<file path="src/rtl/irq_pkg.sv">
// irq_pkg: shared constants for the platform interrupt controller.
//   Register offsets within the 256-byte window, the ID width used on the
//   core-facing irq_id port, and source-count limits.
package irq_pkg;

  localparam int ID_W    = 5;
  localparam int MAX_SRC = 31;

  localparam logic [7:0] OFF_PENDING   = 8'h00;
  localparam logic [7:0] OFF_ENABLE    = 8'h08;
  localparam logic [7:0] OFF_THRESHOLD = 8'h10;
  localparam logic [7:0] OFF_CLAIM     = 8'h18;
  localparam logic [7:0] OFF_TRIGGER   = 8'h20;
  localparam logic [7:0] OFF_PRIO_BASE = 8'h40;

  // Only this many 8-byte priority slots fit between OFF_PRIO_BASE and the
  // end of the window; sources beyond it keep priority 0 (never interrupt).
  localparam int PRIO_SLOTS = (256 - 64) / 8;

endpackage

</file>
<file path="src/rtl/irq_gateway.sv">
// irq_gateway: per-source pending / in-service tracking.
//   Optional feature macro: IRQ_EDGE_EN (adds edge_mode port and edge detect).
// Ports:
//   clk, reset      clock, synchronous active-low reset
//   src             raw source line
//   edge_mode       1 = edge-triggered source (IRQ_EDGE_EN builds only)
//   claim           this ID is being claimed this cycle
//   complete        software completed this ID this cycle
//   pending         latched request
//   in_service      claimed and not yet completed
module irq_gateway (
  input  logic clk,
  input  logic reset,
  input  logic src,
`ifdef IRQ_EDGE_EN
  input  logic edge_mode,
`endif
  input  logic claim,
  input  logic complete,
  output logic pending,
  output logic in_service
);

  logic set_pending;

`ifdef IRQ_EDGE_EN
  logic src_q;

  always_ff @(posedge clk) begin
    if (!reset) src_q <= 1'b0;
    else        src_q <= src;
  end

  // Edge sources may re-pend while in service; only one edge is held.
  assign set_pending = edge_mode ? (src & ~src_q & ~pending)
                                 : (src & ~pending & ~in_service);
`else
  assign set_pending = src & ~pending & ~in_service;
`endif

  always_ff @(posedge clk) begin
    if (!reset) begin
      pending    <= 1'b0;
      in_service <= 1'b0;
    end else if (claim) begin
      // Claim beats a same-edge assertion of this source.
      pending    <= 1'b0;
      in_service <= 1'b1;
    end else begin
      if (set_pending) pending    <= 1'b1;
      if (complete)    in_service <= 1'b0;
    end
  end

endmodule

</file>
<file path="src/rtl/irq_ctrl.sv">
// irq_ctrl: platform interrupt controller with claim/complete register file.
//   Optional feature macro: IRQ_EDGE_EN (TRIGGER register, edge-mode sources).
// Ports:
//   clk, reset        clock, synchronous active-low reset
//   src_irq           source lines, bit i = ID i+1
//   bus_address       core bus address (window at BASE_ADDR, 256 bytes)
//   bus_write_data    write data
//   bus_write_enable  single-cycle write strobe
//   bus_read_enable   single-cycle read strobe
//   bus_read_data     registered read data, held until the next read
//   irq_req           level request to the core
//   irq_id            registered winning ID, 0 when none
module irq_ctrl
  import irq_pkg::*;
#(
  parameter int          NUM_SRC   = 8,
  parameter int          PRIO_W    = 3,
  parameter logic [63:0] BASE_ADDR = 64'h8000_0100
) (
  input  logic               clk,
  input  logic               reset,
  input  logic [NUM_SRC-1:0] src_irq,
  input  logic [63:0]        bus_address,
  input  logic [63:0]        bus_write_data,
  input  logic               bus_write_enable,
  input  logic               bus_read_enable,
  output logic [63:0]        bus_read_data,
  output logic               irq_req,
  output logic [ID_W-1:0]    irq_id
);

  logic [NUM_SRC-1:0] enable;
  logic [PRIO_W-1:0]  threshold;
  logic [PRIO_W-1:0]  prio [NUM_SRC];
  logic [NUM_SRC-1:0] pending;
  logic [NUM_SRC-1:0] in_service;
  logic [NUM_SRC-1:0] claim_vec;
  logic [NUM_SRC-1:0] complete_vec;
  logic [NUM_SRC-1:0] cand;
  logic [ID_W-1:0]    win_id;
  logic [PRIO_W-1:0]  win_prio;
  logic [63:0]        rd_mux;
  logic [7:0]         offset;
  logic               hit;
  logic               wr_en;
  logic               rd_en;

`ifdef IRQ_EDGE_EN
  logic [NUM_SRC-1:0] trigger;
`endif

  assign offset = bus_address[7:0];
  assign hit    = (bus_address[63:8] == BASE_ADDR[63:8]);
  assign wr_en  = bus_write_enable & hit;
  // A read colliding with a write returns 0 and must not claim.
  assign rd_en  = bus_read_enable & ~bus_write_enable & hit;

  always_comb begin
    claim_vec    = '0;
    complete_vec = '0;
    for (int i = 0; i < NUM_SRC; i++) begin
      claim_vec[i]    = rd_en && (offset == OFF_CLAIM) && (irq_id == ID_W'(i + 1));
      complete_vec[i] = wr_en && (offset == OFF_CLAIM) && (bus_write_data == 64'(i + 1));
    end
  end

  for (genvar g = 0; g < NUM_SRC; g++) begin : g_gw
    irq_gateway u_gw (
      .clk        (clk),
      .reset      (reset),
      .src        (src_irq[g]),
`ifdef IRQ_EDGE_EN
      .edge_mode  (trigger[g]),
`endif
      .claim      (claim_vec[g]),
      .complete   (complete_vec[g]),
      .pending    (pending[g]),
      .in_service (in_service[g])
    );
  end

  // The ID being claimed this edge is masked so irq_id cannot present it twice.
  assign cand = pending & enable & ~claim_vec;

  // Seeding the running maximum with the threshold enforces priority > threshold;
  // the strict compare leaves ties with the lowest ID.
  always_comb begin
    win_id   = '0;
    win_prio = threshold;
    for (int i = 0; i < NUM_SRC; i++) begin
      if (cand[i] && (prio[i] > win_prio)) begin
        win_prio = prio[i];
        win_id   = ID_W'(i + 1);
      end
    end
  end

  always_comb begin
    rd_mux = '0;
    if (offset == OFF_PENDING)        rd_mux = 64'(pending);
    else if (offset == OFF_ENABLE)    rd_mux = 64'(enable);
    else if (offset == OFF_THRESHOLD) rd_mux = 64'(threshold);
    else if (offset == OFF_CLAIM)     rd_mux = 64'(irq_id);
`ifdef IRQ_EDGE_EN
    else if (offset == OFF_TRIGGER)   rd_mux = 64'(trigger);
`endif
    else begin
      for (int i = 0; i < NUM_SRC; i++) begin
        if (i < PRIO_SLOTS && offset == OFF_PRIO_BASE + 8'(8 * i)) rd_mux = 64'(prio[i]);
      end
    end
  end

  always_ff @(posedge clk) begin
    if (!reset) begin
      enable        <= '0;
      threshold     <= '0;
      bus_read_data <= '0;
      irq_id        <= '0;
      for (int i = 0; i < NUM_SRC; i++) prio[i] <= '0;
`ifdef IRQ_EDGE_EN
      trigger       <= '0;
`endif
    end else begin
      if (wr_en) begin
        if (offset == OFF_ENABLE)    enable    <= bus_write_data[NUM_SRC-1:0];
        if (offset == OFF_THRESHOLD) threshold <= bus_write_data[PRIO_W-1:0];
`ifdef IRQ_EDGE_EN
        if (offset == OFF_TRIGGER)   trigger   <= bus_write_data[NUM_SRC-1:0];
`endif
        for (int i = 0; i < NUM_SRC; i++) begin
          if (i < PRIO_SLOTS && offset == OFF_PRIO_BASE + 8'(8 * i))
            prio[i] <= bus_write_data[PRIO_W-1:0];
        end
      end
      if (bus_read_enable) bus_read_data <= rd_en ? rd_mux : 64'd0;
      irq_id <= win_id;
    end
  end

  assign irq_req = (irq_id != '0);

endmodule

</file>
<file path="config.mk">
export PLATFORM = sky130hd
export DESIGN_NAME = irq_ctrl
export DESIGN_NICKNAME = d
export VERILOG_FILES = /design/src/rtl/irq_pkg.sv /design/src/rtl/irq_gateway.sv /design/src/rtl/irq_ctrl.sv
export SDC_FILE = /design/constraint.sdc
export NUM_CORES = 1
export LEC_CHECK = 0
export BUFFER_PORTS_ARGS = -buffer_cell sky130_fd_sc_hd__buf_2
export CAP_MARGIN = 10
export CORE_MARGIN = 10
export CORE_UTILIZATION = 49
export DETAILED_ROUTE_END_ITERATION = 12
export GPL_TIMING_DRIVEN = 0
export PLACE_DENSITY = 0.82
export SYNTH_ARGS = -nofsm -noshare
export SYNTH_HDL_FRONTEND = slang
export SYNTH_HIERARCHICAL = 1
export SYNTH_SLANG_ARGS = --single-unit
export TNS_END_PERCENT = 30
</file>
<file path="constraint.sdc">
create_clock -name clk -period 18.1 [get_ports clk]
set_clock_uncertainty 0.2 [all_clocks]
set_input_delay 4.525 -clock clk [delete_from_list [all_inputs] [get_ports clk]]
set_output_delay 4.525 -clock clk [all_outputs]
set_load 0.05 [all_outputs]
</file>
Word-level counts from Yosys, hierarchy flattened

Memory sizes are Yosys's and may differ from the RTL's.
Index checks and enable logic that the tools add are counted.

Register bits: 96
Bits in latches: 0
RAM bits: 24
ROM bits: 0
Input port bits: 140
Output and inout bits: 70
Logic and storage cells: 240
Memories kept: 1

Memory list:

| memory | depth | width | rd ports | clocked after Yosys merged registers in | wr ports | RTL line       | text |
|---|---|---|---|---|---|---|---|
| prio   | 8     | 3     | 8        | 0                                       | 8        | irq_ctrl.sv:34 | `logic [PRIO_W-1:0] prio [NUM_SRC];` |

$add $sub $neg: 0
Multiply operators: 0
Div/mod/pow operators: 0
Magnitude comparators: 8
Eq/ne operators: 28
Shifts and indexed selects: 0
Mux-type cells: 85
Bitwise logic cells: 48
Reductions and logical operators: 48

Operators with widths:

| kind                                            | count |
|---|---|
| two-way mux 64 bit                              | 12 |
| == test 64 x 3 -> 1 bit, second input constant  | 4 |
| == test 64 x 2 -> 1 bit, second input constant  | 2 |
| == test 64 x 1 -> 1 bit, second input constant  | 1 |
| == test 64 x 4 -> 1 bit, second input constant  | 1 |
| == test 8 x 7 -> 1 bit, second input constant   | 8 |
| == test 56 x 24 -> 1 bit, second input constant | 1 |
| two-way mux 1 bit                               | 50 |
| two-way mux 3 bit                               | 16 |
| two-way mux 4 bit                               | 7 |
| logical AND 1 bit                               | 26 |
| > comparator 3 bit                              | 8 |
| == test 5 x 3 -> 1 bit, second input constant   | 4 |
| AND 1 bit                                       | 19 |
| inverter 1 bit                                  | 18 |
| OR reduction 2 bit                              | 9 |
| AND 8 bit                                       | 2 |
| == test 8 x 5 -> 1 bit, second input constant   | 2 |
| nonzero test 2 bit                              | 8 |
| == test 5 x 2 -> 1 bit, second input constant   | 2 |
| == test 8 x 4 -> 1 bit, second input constant   | 1 |
| zero test 8 bit                                 | 1 |
| inverter 8 bit                                  | 1 |
| bitwise OR 1 bit                                | 8 |
| 5 further kinds                                 | 6 |

Logic depth before layout (Yosys ltp)

Depth after elaboration: 30
Mapped depth: 53
Depth with buffers taken out: 53

By module

Netlist, hierarchy kept.

By module, submodules not included:

| module      | instances | cells each | area each (um^2) | sequential area each (um^2) |
|---|---|---|---|---|
| irq_ctrl    | 1         | 532        | 4264.1           | 1181.1 |
| irq_gateway | 8         | 7          | 73.8             | 40.0 |

Least setup slack after synthesis

No wires, ideal clock.

Path kind: input-to-reg
From: input port bus_read_enable
To: register irq_id[0]
Arrival time: 14083 ps
Required time: 17829 ps
Path slack: 3746 ps
Stages on the path: 51
Cell sequence: buf_2 > nor2b_1 > and3_1 > and4_1 > buf_4 > a31oi_2 > mux2_2 > ha_1 > nor2_1 > maj3_1 > o21ai_0 > mux2_2 > ha_1 > nor2_1 > nand2_1 > nor2_1 > a221o_1 > a21oi_1 > [15 not listed] > ha_1 > nor2_1 > maj3_2 > maj3_2 > nand2_1 > mux2i_1 > ha_1 > nand3_1 > o2111ai_1 > or2_2 > a41o_1 > a21oi_2 > ha_1 > nor2b_1 > o21a_1 > o2111ai_1 > o21ai_0 > a21oi_1

Cells in the longest elaborated chain, start to end: 29
Elaborated cells on any way between the ends: 43

Ends and longest elaborated chain:

| what                                | RTL line        | text |
|---|---|---|
| from (decl)                         | irq_ctrl.sv:26  | `input logic bus_read_enable,` |
| AND 1 bit * (2 in series)           | irq_ctrl.sv:56  | `assign rd_en = bus_read_enable & ~bus_write_enable & hit;` |
| logical AND 1 bit *                 | irq_ctrl.sv:62  | `claim_vec[i] = rd_en && (offset == OFF_CLAIM) && (irq_id == ID_W'(i + 1));` |
| logical AND 1 bit                   | irq_ctrl.sv:62  |  |
| inverter 8 bit *                    | irq_ctrl.sv:83  | `assign cand = pending & enable & ~claim_vec;` |
| AND 8 bit *                         | irq_ctrl.sv:83  |  |
| logical AND 1 bit                   | irq_ctrl.sv:91  | `if (cand[i] && (prio[i] > win_prio)) begin` |
| two-way mux 3 bit                   | irq_ctrl.sv:91  |  |
| > comparator 3 bit                  | irq_ctrl.sv:91  |  |
| [12 not listed]                     | -               |  |
| logical AND 1 bit                   | irq_ctrl.sv:91  |  |
| two-way mux 3 bit                   | irq_ctrl.sv:91  |  |
| > comparator 3 bit                  | irq_ctrl.sv:91  |  |
| logical AND 1 bit                   | irq_ctrl.sv:91  |  |
| two-way mux 3 bit                   | irq_ctrl.sv:91  |  |
| > comparator 3 bit                  | irq_ctrl.sv:91  |  |
| logical AND 1 bit                   | irq_ctrl.sv:91  |  |
| OR reduction 2 bit (no source line) | -               |  |
| to (signal assigned)                | irq_ctrl.sv:137 | `irq_id <= win_id;` |
| to (decl)                           | irq_ctrl.sv:29  | `output logic [ID_W-1:0] irq_id` |

Mark *: on every way between the ends. The rest lies on a longest branch, timed or not.
A chain may end at the register's enable or synchronous reset.

Final worst setup path

From: input port bus_address[1]
To: register irq_id[2]

Cells in the longest elaborated chain, start to end: 28
Elaborated cells on any way between the ends: 40

Ends and longest elaborated chain:

| what                                | RTL line       | text |
|---|---|---|
| from (decl)                         | irq_ctrl.sv:23 | `input logic [63:0] bus_address,` |
| == test 8 x 5 -> 1 bit *            | irq_ctrl.sv:62 |  |
| logical AND 1 bit *                 | irq_ctrl.sv:62 |  |
| logical AND 1 bit                   | irq_ctrl.sv:62 |  |
| inverter 8 bit *                    | irq_ctrl.sv:83 |  |
| AND 8 bit *                         | irq_ctrl.sv:83 |  |
| logical AND 1 bit                   | irq_ctrl.sv:91 |  |
| two-way mux 3 bit                   | irq_ctrl.sv:91 |  |
| > comparator 3 bit                  | irq_ctrl.sv:91 |  |
| [12 not listed]                     | -              |  |
| logical AND 1 bit                   | irq_ctrl.sv:91 |  |
| two-way mux 3 bit                   | irq_ctrl.sv:91 |  |
| > comparator 3 bit                  | irq_ctrl.sv:91 |  |
| logical AND 1 bit                   | irq_ctrl.sv:91 |  |
| two-way mux 3 bit                   | irq_ctrl.sv:91 |  |
| > comparator 3 bit                  | irq_ctrl.sv:91 |  |
| logical AND 1 bit                   | irq_ctrl.sv:91 |  |
| OR reduction 2 bit (no source line) | -              |  |

Marked as above.

==> results_dict.tcl <==
set metrics [dict create \
    status "finished, final reports clean" \
    ys_types 68 \
    r2r-end "irq_id[2]$_SDFF_PP0_" \
    clkSlewWorstSetupHoldPaths_ps 90 \
    maxSlewHeadroom_pct 25.3 \
    clockBufferDepth 2 \
    dp_cells 928 \
    grt_overflow 0 \
    synth_edf_count 24 \
    vias_per_cell 5.54 \
    htree_levels 3 \
    die_h_um 120 \
    maxSlewViolCount 0 \
    syn_to_final_growth_pct 27.6 \
    vdd_drop_max_v 0.0000428 \
    final_util_pct 63.7 \
    detail-route-antenna-nets 0 \
    ys.flop_type "dfxtp_1" \
    cpLargestDelayFamily "compound AO/OA/AOI/OAI gates" \
    hp-class "reg -> reg" \
    hpwlAfterDp_um 14600 \
    path_buf_inv 3 \
    period_needed_ps 15680 \
    clkLatencyLatePin_ps 350 \
    grt_max_degree 22 \
    slowest_stage "nor4b_1" \
    max_stage_delay_ps 590 \
    dieWidth_um 120 \
    syn_area_sq_um 4850 \
    drt-pass1-iter-count 5 \
    nets 960 \
    post-synth-top-count-cell "nand2_1" \
    die_area_sq_um 14300 \
    cp_max_fo 10 \
    worstMarginPinSlew_ps 1120 \
    cts_made_buffers 9 \
    cp_data_required_time_ps 18180 \
    worstRegToRegCells 51 \
    port_buffers 150 \
    drt_iter0_drc 383 \
    gp_congestion 0.979 \
    grt_pass1_wl_um 27200 \
    cts-root-buf "clkbuf_8" \
    setup_viol 0 \
    syn_inst 588 \
    critPathArrivalTime_ps 15760 \
    setup_ws_ps 2420 \
    holdPathEnd "g_gw[3].u_gw/in_service$_SDFFE_PN0P_" \
    fillers 874 \
    avgSynthCellArea_sq_um 8.26 \
    post_cts_resize_count 0 \
    vias 5226 \
    synth_top_area_cell "dfxtp_1" \
    hold_violations 0 \
    stdcell_count 944 \
    drive_above_1_share_pct 31.2 \
    ys_ff_latch 63 \
    power_density_nw_per_um2 56.9 \
    synth_top_area_share_pct 16.1 \
    setup_tns_ps 0 \
    drv_cap 0 \
    rsz0062_at_grt "false" \
    reg2reg_slack_ps 6550 \
    p_leak_nw 2.77 \
    grt.total_usage_pct 23.3 \
    diodes 0 \
    wl_per_cell_um 18.3 \
    clock_sinks 63 \
    ys_seq_area_share_pct 30.9 \
    synth.top_cells.by_count "nand2_1, buf_4, nor2_1, dfxtp_1" \
    fp.coreArea_sq_um 9730 \
    multi_input_area_sq_um 2950 \
    hp-start "g_gw[3].u_gw/in_service$_SDFFE_PN0P_" \
    totalWireLength_um 17300 \
    yosysWarnings 6 \
    cts_hold_buf 0 \
    seq_area_sq_um 1500 \
    antenna_found_initial 0 \
    tritoncts "yes" \
    fp-row-count 36 \
    post-cts-setup-buffers 0 \
    initial_core_util_pct 49.9 \
    io_pins 210 \
    ys_async_sr_fraction_pct 0 \
    hold_depth 2 \
    rr_startpoint "threshold[2]$_SDFFE_PN0P_" \
    power.total_uw 352 \
    fmax_ghz 0.0638 \
    yosys-top-cells-area "dfxtp_1, edfxtp_1, buf_4, nor4_1, nand2_1" \
    crit_path_start_kind "input pin" \
    fin_crit_sh_pct 86.7 \
    drc_errors 0 \
    crit_type "in -> reg" \
    cp-end-kind "flop" \
    first_global_vias 5254 \
    place_ws_ps 2200 \
]
registers in the layout, indices dropped and copies added (netlist names):
signal and cells:
g_gw.u_gw/pending 8, g_gw.u_gw/in_service 8, enable 8, irq_id 4, bus_read_data 8, threshold 3, prio 24
metal layers:
layer | GRT usage (%) | routed length [um] | up-vias
li1 | - | - | 2513
met1 | 27.9 | 6880 | 2429
met2 | 40.5 | 8640 | 260
met3 | 6.05 | 1510 | 24
met4 | 5.96 | 230 | 0
met5 | 0 | 0 | -
placed cells by master, fill, tap and decap left out, types with 3 or more instances in the layout:
master      n
dfxtp_1    39
a221oi_1    6
clkbuf_8    9
nor4b_1     4
edfxtp_1   24
inv_1      38
nor3_1     11
o22ai_1     8
nand4_1    11
buf_2     152
ha_1       14
nor2b_1    20
o21ai_0     6
nand2_1    62
and2_1     16
or4_1       4
a22oi_1    11
a21boi_0    9
conb_1     57
and3_1      8
and4_1      5
a31oi_1     5
nor2_1     56
nor4_1     37
o211a_1     9
clkbuf_1    5
a22o_1      3
a21oi_1    12
nor4_2      7
mux2i_1     8
buf_4      59
nand3_1    14
a21boi_1   10
o21a_1      3
mux2_2      4
nand2b_1   10
metrics by stage:
step,cell area [sq um],hold WS [ps]
finish,6190,279
global route,6190,309
CTS,6190,278
detailed placement,6000,265
global placement,5980,258
floorplan,5060,249
where the power goes:
group	switching [mW]	internal, mW
Combinational	0.0472	0.0265
Sequential	0.00485	0.151
Clock	0.0624	0.0597
Total	0.114	0.238
worst max-delay path by stage:
stage / from / end / slack [ps] / cells after the start
after floorplan: bus_read_enable / irq_id[0]$_SDFF_PP0_ / 3750 / 51
final: bus_address[1] / irq_id[2]$_SDFF_PP0_ / 2420 / 50
after detailed placement: bus_address[1] / irq_id[0]$_SDFF_PP0_ / 2200 / 50
after CTS: bus_address[1] / irq_id[2]$_SDFF_PP0_ / 2530 / 50
after global routing: bus_address[1] / irq_id[0]$_SDFF_PP0_ / 1780 / 50
after global placement: bus_address[1] / irq_id[0]$_SDFF_PP0_ / 2280 / 50
worst register-to-register path: cells and delay by family, from the launching register on:
| family | cells | cell delay (ps) |
|---|---|---|
| buffers and inverters | 2 | 160 |
| adders and majority gates | 11 | 3080 |
| DFF | 1 | 450 |
| muxes | 6 | 2190 |
| AOI/OAI and AO/OA | 17 | 3650 |
| and+or+nand+nor | 15 | 1740 |
logic make-up after synthesis:
group / count (synthesis) / synth area share [%]
AOI/OAI and AO/OA: 111 / 17.6
muxes: 12 / 2.58
adders and majority gates: 17 / 4.28
and+or+nand+nor: 280 / 31.8
buffers and inverters: 104 / 12.7
other: 1 / 0.0772
DFF: 63 / 30.9
layout make-up:
type	instances	area share [%]
inverter	38	2.30
clock inverter	6	0.788
clock buffer	10	2.40
tap	133	2.69
buffer	66	7.68
timing repair buffer	151	12.2
multi-input combinational	477	47.7
sequential	63	24.2
(Power assumes the default switching activity.)
